`config.mk`:
```
export PLATFORM = sky130hd
export DESIGN_NAME = line_drawer_flat
export DESIGN_NICKNAME = d
export VERILOG_FILES = /design/src/rtl/line_drawer_pkg.sv /design/src/rtl/line_drawer_if.sv /design/src/rtl/bresenham_step.sv /design/src/rtl/line_drawer.sv /design/src/flat_wrapper.sv
export SDC_FILE = /design/constraint.sdc
export NUM_CORES = 1
export LEC_CHECK = 0
export CORE_MARGIN = 4
export CORE_UTILIZATION = 40
export CTS_CLUSTER_SIZE = 10
export DETAILED_ROUTE_END_ITERATION = 6
export GPL_TIMING_DRIVEN = 0
export MAX_ROUTING_LAYER = met4
export PLACE_DENSITY_LB_ADDON = 0.1
export RECOVER_POWER = 25
export SYNTH_ARGS = -nofsm -noshare
export SYNTH_HDL_FRONTEND = slang
export SYNTH_SLANG_ARGS = --single-unit
```
`constraint.sdc`:
```
create_clock -name clk -period 5.1 [get_ports clk]
set_input_delay 0.765 -clock clk [delete_from_list [all_inputs] [get_ports clk]]
set_output_delay 0.765 -clock clk [all_outputs]
set_load 0.05 [all_outputs]
```
`src/rtl/line_drawer_pkg.sv`:
```
// line_draw_pkg: shared types, widths and the vector-to-pixel transform for the line drawer.
package line_draw_pkg;
    typedef enum logic [1:0] {IDLE, SETUP, DRAW} state_t;
    localparam int CW = 13;
    localparam int PW = 14;
    localparam int EW = 16;
    // neg selects the Y-up to screen-Y-down flip
    function automatic logic signed [PW-1:0] vec_to_pix(input logic signed [CW-1:0] v, input int off, input int shift, input logic neg);
        logic signed [PW-1:0] s;
        s = PW'(v) >>> shift;
        return neg ? PW'(off) - s : PW'(off) + s;
    endfunction
endpackage

```
`src/rtl/line_drawer_if.sv`:
```
// line_drawer_if: line-queue head, framebuffer write port and status of the line drawer.
interface line_drawer_if #(parameter int XW = 10, parameter int YW = 9);
    logic signed [12:0] q_start_x, q_end_x, q_start_y, q_end_y;
    logic [3:0]         q_intensity;
    logic               q_empty, q_read;
    logic               fb_we, fb_ready;
    logic [XW-1:0]      fb_x;
    logic [YW-1:0]      fb_y;
    logic [3:0]         fb_color;
    logic               busy;
    logic [15:0]        lines_done;
    modport master (
        output q_start_x, q_end_x, q_start_y, q_end_y, q_intensity, q_empty, fb_ready,
        input  q_read, fb_we, fb_x, fb_y, fb_color, busy, lines_done
    );
    modport slave (
        input  q_start_x, q_end_x, q_start_y, q_end_y, q_intensity, q_empty, fb_ready,
        output q_read, fb_we, fb_x, fb_y, fb_color, busy, lines_done
    );
endinterface

```
`src/rtl/bresenham_step.sv`:
```
// bresenham_step: combinational single Bresenham step producing the next (cx, cy, err).
module bresenham_step
    import line_draw_pkg::*;
(
    input  logic signed [PW-1:0] i_cx,
    input  logic signed [PW-1:0] i_cy,
    input  logic signed [EW-1:0] i_err,
    input  logic signed [EW-1:0] i_dx,
    input  logic signed [EW-1:0] i_dy,
    input  logic                 i_sx_neg,
    input  logic                 i_sy_neg,
    output logic signed [PW-1:0] o_cx,
    output logic signed [PW-1:0] o_cy,
    output logic signed [EW-1:0] o_err
);
    logic signed [EW-1:0] w_e2;
    logic                 w_stx, w_sty;
    assign w_e2  = i_err <<< 1;
    assign w_stx = w_e2 >= i_dy;
    assign w_sty = w_e2 <= i_dx;
    assign o_err = i_err + (w_stx ? i_dy : EW'(0)) + (w_sty ? i_dx : EW'(0));
    assign o_cx  = w_stx ? (i_sx_neg ? i_cx - PW'(1) : i_cx + PW'(1)) : i_cx;
    assign o_cy  = w_sty ? (i_sy_neg ? i_cy - PW'(1) : i_cy + PW'(1)) : i_cy;
endmodule

```
`src/rtl/line_drawer.sv`:
```
// line_drawer: pops line segments from the queue and rasterises them into framebuffer pixel writes.
module line_drawer
    import line_draw_pkg::*;
#(
    parameter int FB_W     = 640,
    parameter int FB_H     = 480,
    parameter int XW       = 10,
    parameter int YW       = 9,
    parameter int SHIFT    = 3,
    parameter int X_OFFSET = 320,
    parameter int Y_OFFSET = 240
) (
    input logic          clk,
    input logic          rst_b,
    line_drawer_if.slave bus
);
    localparam logic signed [PW-1:0] L_W = PW'(FB_W);
    localparam logic signed [PW-1:0] L_H = PW'(FB_H);

    state_t                r_state;
    logic signed [CW-1:0]  r_x0, r_y0, r_x1, r_y1;
    logic [3:0]            r_int;
    logic signed [PW-1:0]  r_cx, r_cy, r_px1, r_py1;
    logic signed [EW-1:0]  r_dx, r_dy, r_err;
    logic                  r_sxn, r_syn;
    logic [15:0]           r_lines;

    logic signed [PW-1:0]  w_px0, w_py0, w_px1, w_py1, w_ncx, w_ncy;
    logic signed [EW-1:0]  w_ddx, w_ddy, w_dx, w_dy, w_nerr;
    logic                  w_in_range, w_we, w_adv, w_at_end;

    assign w_px0 = vec_to_pix(r_x0, X_OFFSET, SHIFT, 1'b0);
    assign w_py0 = vec_to_pix(r_y0, Y_OFFSET, SHIFT, 1'b1);
    assign w_px1 = vec_to_pix(r_x1, X_OFFSET, SHIFT, 1'b0);
    assign w_py1 = vec_to_pix(r_y1, Y_OFFSET, SHIFT, 1'b1);
    assign w_ddx = EW'(w_px1) - EW'(w_px0);
    assign w_ddy = EW'(w_py1) - EW'(w_py0);
    assign w_dx  = w_ddx[EW-1] ? -w_ddx : w_ddx;
    assign w_dy  = w_ddy[EW-1] ? w_ddy : -w_ddy;

    assign w_in_range = !r_cx[PW-1] && r_cx < L_W && !r_cy[PW-1] && r_cy < L_H;
    assign w_we       = r_state == DRAW && w_in_range;
    // clipped pixels advance without waiting on the framebuffer
    assign w_adv      = !w_in_range || bus.fb_ready;
    assign w_at_end   = r_cx == r_px1 && r_cy == r_py1;

    bresenham_step u_step (
        .i_cx(r_cx), .i_cy(r_cy), .i_err(r_err), .i_dx(r_dx), .i_dy(r_dy),
        .i_sx_neg(r_sxn), .i_sy_neg(r_syn),
        .o_cx(w_ncx), .o_cy(w_ncy), .o_err(w_nerr)
    );

    always_ff @(posedge clk or negedge rst_b) begin
        if (!rst_b) begin
            r_state <= IDLE;
            r_x0    <= '0;
            r_y0    <= '0;
            r_x1    <= '0;
            r_y1    <= '0;
            r_int   <= '0;
            r_cx    <= '0;
            r_cy    <= '0;
            r_px1   <= '0;
            r_py1   <= '0;
            r_dx    <= '0;
            r_dy    <= '0;
            r_err   <= '0;
            r_sxn   <= 1'b0;
            r_syn   <= 1'b0;
            r_lines <= '0;
        end else begin
            case (r_state)
                IDLE: if (!bus.q_empty) begin
                    r_x0    <= bus.q_start_x;
                    r_y0    <= bus.q_start_y;
                    r_x1    <= bus.q_end_x;
                    r_y1    <= bus.q_end_y;
                    r_int   <= bus.q_intensity;
                    r_state <= SETUP;
                end
                SETUP: begin
                    r_cx    <= w_px0;
                    r_cy    <= w_py0;
                    r_px1   <= w_px1;
                    r_py1   <= w_py1;
                    r_dx    <= w_dx;
                    r_dy    <= w_dy;
                    r_err   <= w_dx + w_dy;
                    r_sxn   <= w_ddx[EW-1];
                    r_syn   <= w_ddy[EW-1];
                    r_lines <= r_int == 4'd0 ? r_lines + 16'd1 : r_lines;
                    r_state <= r_int == 4'd0 ? IDLE : DRAW;
                end
                DRAW: if (w_adv) begin
                    if (w_at_end) begin
                        r_lines <= r_lines + 16'd1;
                        r_state <= IDLE;
                    end else begin
                        r_cx  <= w_ncx;
                        r_cy  <= w_ncy;
                        r_err <= w_nerr;
                    end
                end
                default: r_state <= IDLE;
            endcase
        end
    end

    // gated by rst_b so the pop strobe is silent while reset is held
    assign bus.q_read     = rst_b && r_state == IDLE && !bus.q_empty;
    assign bus.fb_we      = w_we;
    assign bus.fb_x       = w_we ? r_cx[XW-1:0] : '0;
    assign bus.fb_y       = w_we ? r_cy[YW-1:0] : '0;
    assign bus.fb_color   = w_we ? r_int : '0;
    assign bus.busy       = r_state != IDLE;
    assign bus.lines_done = r_lines;
endmodule

```
`src/flat_wrapper.sv`:
```
// flat-port wrapper written by rule: the top's interface ports become plain ports
module line_drawer_flat import line_draw_pkg::*;
#(
    parameter int FB_W     = 640,
    parameter int FB_H     = 480,
    parameter int XW       = 10,
    parameter int YW       = 9,
    parameter int SHIFT    = 3,
    parameter int X_OFFSET = 320,
    parameter int Y_OFFSET = 240
)
  (clk, rst_b, bus_q_start_x, bus_q_end_x, bus_q_start_y, bus_q_end_y, bus_q_intensity, bus_q_empty, bus_fb_ready, bus_q_read, bus_fb_we, bus_fb_x, bus_fb_y, bus_fb_color, bus_busy, bus_lines_done);
  line_drawer_if #(.XW(XW), .YW(YW)) bus_i ();
  input logic clk;
  input logic rst_b;
  input wire logic [$bits(bus_i.q_start_x)-1:0] bus_q_start_x;
  input wire logic [$bits(bus_i.q_end_x)-1:0] bus_q_end_x;
  input wire logic [$bits(bus_i.q_start_y)-1:0] bus_q_start_y;
  input wire logic [$bits(bus_i.q_end_y)-1:0] bus_q_end_y;
  input wire logic [$bits(bus_i.q_intensity)-1:0] bus_q_intensity;
  input wire logic [$bits(bus_i.q_empty)-1:0] bus_q_empty;
  input wire logic [$bits(bus_i.fb_ready)-1:0] bus_fb_ready;
  output wire logic [$bits(bus_i.q_read)-1:0] bus_q_read;
  output wire logic [$bits(bus_i.fb_we)-1:0] bus_fb_we;
  output wire logic [$bits(bus_i.fb_x)-1:0] bus_fb_x;
  output wire logic [$bits(bus_i.fb_y)-1:0] bus_fb_y;
  output wire logic [$bits(bus_i.fb_color)-1:0] bus_fb_color;
  output wire logic [$bits(bus_i.busy)-1:0] bus_busy;
  output wire logic [$bits(bus_i.lines_done)-1:0] bus_lines_done;
  assign bus_i.q_start_x = bus_q_start_x;
  assign bus_i.q_end_x = bus_q_end_x;
  assign bus_i.q_start_y = bus_q_start_y;
  assign bus_i.q_end_y = bus_q_end_y;
  assign bus_i.q_intensity = bus_q_intensity;
  assign bus_i.q_empty = bus_q_empty;
  assign bus_i.fb_ready = bus_fb_ready;
  assign bus_q_read = bus_i.q_read;
  assign bus_fb_we = bus_i.fb_we;
  assign bus_fb_x = bus_i.fb_x;
  assign bus_fb_y = bus_i.fb_y;
  assign bus_fb_color = bus_i.fb_color;
  assign bus_busy = bus_i.busy;
  assign bus_lines_done = bus_i.lines_done;
  line_drawer #(.FB_W(FB_W), .FB_H(FB_H), .XW(XW), .YW(YW), .SHIFT(SHIFT), .X_OFFSET(X_OFFSET), .Y_OFFSET(Y_OFFSET)) u_core (.clk(clk), .rst_b(rst_b), .bus(bus_i));
endmodule
```
# Word-level counts from Yosys, hierarchy flattened
# Index checks and enable logic that the tools add are counted.
[op_classes] magnitude_cmp=4 bitwise_logic=1 n_mux=29 n_eq_ne=11 add_sub_neg=16 n_reduce_logical=22
[op_table] cell="2-to-1 mux 16 bit" count=9
[op_table] cell="2-to-1 mux 14 bit" count=8
[op_table] cell="one-hot mux 16 bit (2 select lines)" count=2
[op_table] cell="one-hot mux 14 bit (2 select lines)" count=2
[op_table] cell="adder 16 bit" count=3
[op_table] cell="negator 16 bit" count=2
[op_table] cell="adder 14 x 2 -> 14 bit, second input constant" count=2
[op_table] cell="== test 14 x 11 -> 1 bit" count=2
[op_table] cell="subtractor 14 x 2 -> 14 bit, second input constant" count=2
[op_table] cell="subtractor 11 x 11 -> 12 bit" count=2
[op_table] cell="adder 10 x 10 -> 11 bit, first input constant" count=2
[op_table] cell="subtractor 9 x 10 -> 11 bit, first input constant" count=2
[op_table] cell="adder 16 x 1 -> 16 bit, second input constant" count=1
[op_table] cell="greater-or-equal comparator 16 bit" count=1
[op_table] cell="<= comparator 16 bit" count=1
[op_table] cell="less-than comparator 14 x 10 -> 1 bit, second input constant" count=1
[op_table] cell="less-than comparator 14 x 11 -> 1 bit, second input constant" count=1
[op_table] cell="AND reduction 4 bit" count=3
[op_table] cell="2-to-1 mux 10 bit" count=1
[op_table] cell="2-to-1 mux 9 bit" count=1
[op_table] cell="2-to-1 mux 2 bit" count=4
[op_table] cell="!= test 2 bit, second input constant" count=4
[op_table] cell="logical AND 1 bit" count=7
[op_table] cell="!= test 2 x 1 -> 1 bit, second input constant" count=3
[op_table] cell="12 further kinds" count=17
[word_totals] ff_bits=174 word_cells=99

# Depth between registers and ports, before layout
# Gate-level depths: netlist of the first run.
[depth] ltp_word=8 depth_mapped=24

# By module
# Synthesis of the first run repeated with hierarchy kept, for this count alone.
[unflattened] hier_cells=1471 hier_area_um2=12737.2
[modules_own_cells] module="line_drawer" instances=1 area_each_um2=9406.5 cells_per_inst=1007
[modules_own_cells] module="bresenham_step" instances=1 area_each_um2=3330.7 cells_per_inst=464

# Worst setup path after synthesis of the first run
# Ideal clock, no wire load.
[synth_path] path_type="register -> register" start="register u_core.r_y1[3]" end="register u_core.r_err[14]" path_slack_ps=153 required_time_ps=5013 setup_time_ps=87 n_path_buf=1 synth_period_minus_slack_ps=4947 stages_incl_launch_ff=23 arrival_time_ps=4860 cell_sequence="dfrtp_1 > inv_1 > ha_1 > nor3b_1 > xor2_1 > ha_1 > nor2_1 > a21oi_1 > o211ai_1 > a211oi_1 > o31a_1 > buf_2 > o21ai_0 > fa_1 > a21o_1 > a21oi_1 > o21bai_1 > a21oi_1 > o21ai_0 > a41o_1 > o41a_1 > or2b_1 > o211ai_1"
[synth_between] word_cells_on_any_way=6 cone_classes="4 x add/sub; 2 x mux"
[synth_rtl] item="start, declared" line_no="line_drawer.sv:21" source="logic signed [CW-1:0] r_x0, r_y0, r_x1, r_y1;"
[synth_rtl] item="start signal, assigned" line_no="line_drawer.sv:77" source="r_y1 <= bus.q_end_y;"
[synth_rtl] item="subtractor 9 x 10 -> 11 bit" line_no="line_drawer_pkg.sv:11" source="return neg ? PW'(off) - s : PW'(off) + s;"
[synth_rtl] item="net u_core.w_py1[4]" line_no="line_drawer.sv:28" source="logic signed [PW-1:0] w_px0, w_py0, w_px1, w_py1, w_ncx, w_ncy;"
[synth_rtl] item="subtractor 11 x 11 -> 12 bit" line_no="line_drawer.sv:37" source="assign w_ddy = EW'(w_py1) - EW'(w_py0);"
[synth_rtl] item="2-to-1 mux 16 bit" line_no="line_drawer.sv:39" source="assign w_dy = w_ddy[EW-1] ? w_ddy : -w_ddy;"
[synth_rtl] item="net u_core.w_dy[1]" line_no="line_drawer.sv:29" source="logic signed [EW-1:0] w_ddx, w_ddy, w_dx, w_dy, w_nerr;"
[synth_rtl] item="adder 16 bit" line_no="line_drawer.sv:88" source="r_err <= w_dx + w_dy;"
[synth_rtl] item="one-hot mux 16 bit (2 select lines)" line_no="line_drawer.sv:72" source="case (r_state)"
[synth_rtl] item="end signal, assigned" line_no="line_drawer.sv:88"
[synth_rtl] item="end signal, assigned" line_no="line_drawer.sv:101" source="r_err <= w_nerr;"
[synth_rtl] item="end, declared" line_no="line_drawer.sv:24" source="logic signed [EW-1:0] r_dx, r_dy, r_err;"
# The timed path passes the listed nets, and every way through them passes these cells.
# A chain may end at the register's enable or synchronous reset.

# Worst setup path in the final report of the first run
[layout_path] start="register u_core.r_y1[3]" end="register u_core.r_err[14]"
[layout_between] elab_chain_len=6
[layout_lines] item="subtractor 9 x 10 -> 11 bit *" line_no="line_drawer_pkg.sv:11"
[layout_lines] item="net u_core.w_py1[4]" line_no="line_drawer.sv:28"
[layout_lines] item="subtractor 11 x 11 -> 12 bit *" line_no="line_drawer.sv:37"
[layout_lines] item="negator 16 bit" line_no="line_drawer.sv:39"
[layout_lines] item="2-to-1 mux 16 bit *" line_no="line_drawer.sv:39"
[layout_lines] item="net u_core.w_dy[8]" line_no="line_drawer.sv:29"
[layout_lines] item="adder 16 bit *" line_no="line_drawer.sv:88"
[layout_lines] item="one-hot mux 16 bit (2 select lines) *" line_no="line_drawer.sv:72"
# The timed path passes the listed nets; every way through them passes the cells marked *.

==> results.md, run 1 <==
* WP data arrival at 5.22 ns
* Worst skew pair latency at 0.45 ns
* Placeable Area at 29,700 µm²
* Number of nets with antenna violations after routing at 0
* Max-cap viol count at 0
* Worst hold path type: in -> async
* Top Ports at 102
* Synth top area share at 0.333
* Synth Area per Inst at 9.14 µm²
* Layout cells sized above 1 at 0.165
* H-tree lvl count at 4
* GR Overflow Total at 0
* Area Growth Syn to Fin at 23.2%
* Synth Area in Compound Gates at 0.147
* CTS root buf: clkbuf_16
* Die area at 33,100 µm²
* First-pass iteration count of the detailed router at 4
* Min Tclk post-route at 4.87 ns
* Slew Limit Fails at 0
* Most common cell after layout, fill and taps aside: dfrtp_1
* Mapped Cells at 1,324
* Final GP Congestion at 0.892
* Post-synthesis mux area share at 0.0736
* Synthesized cell area at 12,100 µm²
* Final worst-path cycle share at 0.954
* Synth Warn # at 0
* Via count of the routed design at 9,739
* WL/cell at 18.5 µm
* Total GRT Usage at 0.217
* Initial antenna violation count at 0
* Total CTS buffers at 17
* Filler instances at 2,826
* Crit path launch type: register
* Slew margin rel. at 0.311
* Post-DP Area at 13,500 µm²
* CP required at 5.45 ns
* Die width at 182 µm
* Initial cell density of the core at 0.407
* Nets at 1,662
* Die height at 182 µm
* Final Setup Violations at 0
* Synth area leaders: dfrtp_1, ha_1, xnor2_1
* CP Capture Type: register
* F_max at 0.206 GHz
* Outcome: completed
* Yosys top cell by area: dfrtp_1
* Worst-Margin Slew at 1.03 ns
* Design area at 14,900 µm²
* CP max FO at 4
* Main synth FF type: dfrtp_1
* DPL Wire Length at 26,600 µm
* Commonest cells after routing, fill and taps aside: dfrtp_1, inv_1, nand2_1, ha_1, nor2_1
* Vias in the first global route at 10,000
* CTS Hold Bufs at 0
* Distinct cells, synth at 72
* Port bufs at 89
* Drt first-iter violations at 539
* Vias per inst at 5.20
* Largest family of logic cells by synthesized area: adder cells
* Post-Synth Adder-Cell Area at 0.150
* Simple-Gate Fraction of Synth Area at 0.145
* Final Skew at 0.0188 ns
* FF+latch count, synth at 161
* DRC at 0
* CTS tree: done
* FF/Latch Area at 4040 µm²
* Hold Fails Final Rpt at 0
* Number of synthesized flops with an enable pin at 0
* Routed WL at 34,600 µm
* Clk sinks at 161
* Crit Path Class: reg -> reg
* Antenna fix cells at 0
* Largest net degree at the start of global routing at 84
* Multi-input logic area at 7900 µm²
* Cell row count at 63
* Post-Synth XOR/XNOR Area at 0.0988
* First-pass GRT wire length at 55,400 µm
* Ys async rst share at 1.00
* Part of the Yosys area used for sequential elements at 0.333
* Max Buffers Root-to-Sink at 2
* Clock transition at path regs at 0.07 ns
-- flip-flops by register name, indices dropped and copies added (netlist names), 11 cells and up --
register,cells
u_core.bus.lines_done,16
u_core.r_cy,14
u_core.r_px1,11
u_core.r_py1,11
u_core.r_dx,16
u_core.r_err,15
u_core.r_dy,16
u_core.r_cx,14
-- worst max-delay path: stages, from the launching register on --
cell and delay [ns]:
dfrtp_2 0.44, inv_2 0.10, ha_4 0.16, nor3b_4 0.28
xor2_2 0.24, ha_4 0.24, buf_4 0.14, nand2_1 0.06
o21ai_0 0.08, maj3_2 0.37, xnor2_2 0.17, or2_4 0.28
o31ai_2 0.24, xnor2_1 0.20, ha_2 0.35, a21o_1 0.22
a31oi_1 0.20, o21ai_2 0.11, a41o_1 0.21, o41a_1 0.33
or2b_1 0.22, o211ai_1 0.16
-- synthesized netlist by cell type (all sizes together) (31+ instances only) --
library cell	n
nor2	100
mux2	69
clkbuf	34
ha	111
dfrtp	161
a21oi	90
xnor2	92
nand2	110
and2	31
xor2	41
inv	124
o21ai	84
-- metrics by stage --
step           cells  hold WS (ns)   util  setup slack, ns  TNS [ns]
2_1_floorplan   1325         0.448      -            0.153         0
3_3_place_gp    1804         0.458  0.454            -4.17   -649.13
5_1_grt         1874         0.353  0.501           -0.110    -0.197
6_report        1874         0.317  0.501            0.234         0
3_5_place_dp    1806         0.457  0.455           -0.926     -4.85
4_1_cts         1850         0.347  0.483          0.00213         0
-- cell type report --
cell class / instances / area share
tap: 390 / 0.0327
multi-input combinational: 1001 / 0.530
clock buffer: 18 / 0.0295
timing repair buffer: 127 / 0.0817
inverter: 124 / 0.0314
buffer: 39 / 0.0127
clock inverter: 14 / 0.0111
sequential: 161 / 0.271
-- worst paths after layout --
check,cells after the start,to,slack [ns],startpoint
max in group asynchronous,2,u_core.r_y1[3],3.91,rst_b
hold / removal,1,u_core.r_dx[12],0.32,rst_b
min in group clk,1,u_core.bus.lines_done[15],0.47,u_core.bus.lines_done[15]
hold reg to reg,1,u_core.bus.lines_done[15],0.47,u_core.bus.lines_done[15]
setup reg to reg,21,u_core.r_err[14],0.23,u_core.r_y1[3]
setup / recovery,21,u_core.r_err[14],0.23,u_core.r_y1[3]
-- cells by family after synthesis --
group | after synthesis
and+or+nand+nor | 366
DFF | 161
muxes | 80
xor gates and xnor gates | 134
buffers and inverters | 163
AOI/OAI and AO/OA | 286
adders and majority gates | 133
other | 1
-- what timing repair did --
action                     4_1_cts  5_1_grt
setup endpoints to repair       10        7
resized for setup               34       80
pin swaps                        9       31
setup buffers                   12       24
-- metal layers --
layer	global-route usage	part of all wire	routed length, µm
met1	0.294	0.48	16600
met2	0.348	0.47	16300
met3	0.0246	0.027	947
met4	0.0561	0.021	724
met5	-	0	0
Power of run 1 is not shown: default switching activity piles up to over one toggle a cycle in this logic, so the estimate is an artifact.
==> run 2: changes to the inputs <==
Settings changed: GPL_ROUTABILITY_DRIVEN from default to 0.
==> results of run 2 <==
Same layout as run 1: the final DEF is identical, and so are final timing and power.
Power of run 2 is left out for the same reason.
==> run 3: changes to the inputs <==
Settings changed: CORE_MARGIN 4 to 2, DONT_BUFFER_PORTS from default to 1.
==> results.md, run 3 (same netlist as run 1, synthesis figures left out) <==
* Crit path launch type: register
* Drt first-iter violations at 511 (-5.2%)
* Post-Place Cells at 1,716 (-5.0%)
* Reg-to-reg setup timing slack at 0.24 ns (about the same)
* Die height at 178 µm (-2.2%)
* Reg2reg start: u_core.r_y1[3]
* Hold Fails Final Rpt at 0 (unchanged)
* GR Overflow Total at 0 (unchanged)
* Port bufs at 0 (-100%)
* Via count of the routed design at 9,433 (-3.1%)
* Worst skew pair latency at 0.44 ns (about the same)
* Initial cell density of the core at 0.407 (unchanged)
* Worst setup startpoint: u_core.r_y1[3]
* F_max at 0.206 GHz (about the same)
* Nets at 1,568 (-5.7%)
* Setup TNS at 0 ns (unchanged)
* CP Capture Type: register
* Vias in the first global route at 9,491 (-5.3%)
* Outcome: completed
* Reg2reg end: u_core.r_err[14]
* Die area at 31,700 µm² (-4.3%)
* DPL Wire Length at 25,900 µm (-2.4%)
* Area Growth Syn to Fin at 14.6%
* Routed WL at 33,900 µm (-1.9%)
* First-pass GRT wire length at 53,400 µm (-3.6%)
* DRC at 0 (unchanged)
* Total CTS buffers at 17 (unchanged)
* WP data arrival at 5.21 ns (about the same)
* Max-cap viol count at 0 (unchanged)
* Final Setup Violations at 0 (unchanged)
* Slew margin rel. at 0.345 (+0.0335)
* Number of nets with antenna violations after routing at 0 (unchanged)
* Initial antenna violation count at 1 (+1)
* CP max FO at 10 (+6)
* Clk sinks at 161 (unchanged)
* Crit Path Class: reg -> reg
* Total GRT Usage at 0.230 (+0.0127)
* Final worst-path cycle share at 0.954 (about the same)
* Die width at 178 µm (-2.2%)
* Commonest cells after routing, fill and taps aside: dfrtp_1, inv_1, nand2_1, ha_1, nor2_1
* Placeable Area at 29,700 µm² (unchanged)
* Min Tclk post-route at 4.86 ns (-0.00108 ns)
* Worst-Margin Slew at 0.983 ns (-0.0502 ns)
* Post-Layout Cell Count at 1,780 (-5.0%)
* CP required at 5.45 ns (about the same)
* Most common cell after layout, fill and taps aside: dfrtp_1
* Largest net degree at the start of global routing at 163 (+94%)
* Vias per inst at 5.30 (+2.0%)
* Max Buffers Root-to-Sink at 2 (unchanged)
* Slew Limit Fails at 0 (unchanged)
* Post-DP Area at 12,600 µm² (-6.8%)
* CTS tree: done
* Final Util at 0.467 (-0.0349)
* Worst hold path type: in -> async
* Cell row count at 63 (unchanged)
* CTS root buf: clkbuf_16
* WL/cell at 19.1 µm (+3.2%)
* Clock transition at path regs at 0.07 ns (about the same)
* Setup crit end: u_core.r_err[14]
* FF-to-FF path depth at 23 (+9.5%)
* Final Skew at 0.0209 ns (+0.00210 ns)
* First-pass iteration count of the detailed router at 5 (+1)
* Top Ports at 102 (unchanged)
* Design area at 13,900 µm² (-7.0%)
* H-tree lvl count at 4 (unchanged)
* Layout cells sized above 1 at 0.157 (-0.00815)
-- run 3: final cells by class --
type	instances	area (µm²)
antenna	1	2.50
buffer	39	183
clock buffer	17	425
clock inverter	14	219
fill	2912	15900
inverter	124	468
multi-input combinational	1001	7790
sequential	161	4040
tap	390	488
timing repair buffer	33	256
-- run 3: critical path: stages (launching register included) --
cell      delay [ns]
dfrtp_2         0.43
buf_4           0.15
o31a_1          0.24
nor2_1          0.19
ha_1            0.31
o21a_1          0.13
o31ai_2         0.07
a21oi_2         0.13
o211ai_1        0.28
a211oi_2        0.14
o31a_1          0.26
buf_4           0.18
nand2_2         0.10
o21ai_4         0.08
fa_2            0.40
a21o_1          0.17
a21oi_2         0.15
o21bai_1        0.09
a21oi_2         0.19
o21ai_2         0.10
a41o_1          0.27
o41a_1          0.33
or2b_1          0.22
o211ai_1        0.15
-- run 3: through the flow --
step / setup WS [ns] / hold slack, ns
after detailed placement: -1.06 / 0.474
after global placement: -0.923 / 0.474
after floorplan: 0.153 / 0.448
after CTS: 0.000680 / 0.000826
after global routing: -0.0243 / 0.000304
final: 0.235 / 0.0245
-- run 3: layer usage --
layer | wire length (µm) | vias up | track usage
li1 | - | 4671 | -
met4 | 1090 | 0 | 0.0830
met2 | 15300 | 171 | 0.349
met5 | 0 | - | -
met3 | 1280 | 47 | 0.0347
met1 | 16300 | 4544 | 0.311
-- run 3: worst min-delay path by stage --
stage | from | end | slack, ns | depth (start not counted)
global placement | rst_b | u_core.bus.lines_done[5] | 0.47 | 0
floorplan | u_core.r_dx[15] | u_core.r_dx[15] | 0.45 | 2
finish | rst_b | u_core.bus.lines_done[1] | 0.02 | 0
detailed placement | rst_b | u_core.bus.lines_done[5] | 0.47 | 0
global route | rst_b | u_core.bus.lines_done[15] | 0.0003 | 0
CTS | rst_b | u_core.bus.lines_done[5] | 0.0008 | 0
-- run 3: timing repair --
action	4_1_cts	5_1_grt
endpoints found under the hold margin	0	13
pin swaps	9	20
resized for setup	43	44
hold buffers	0	2
setup buffers	11	19
setup endpoints to repair	10	6
gates cloned	0	0
Power of run 3 is left out for the same reason.
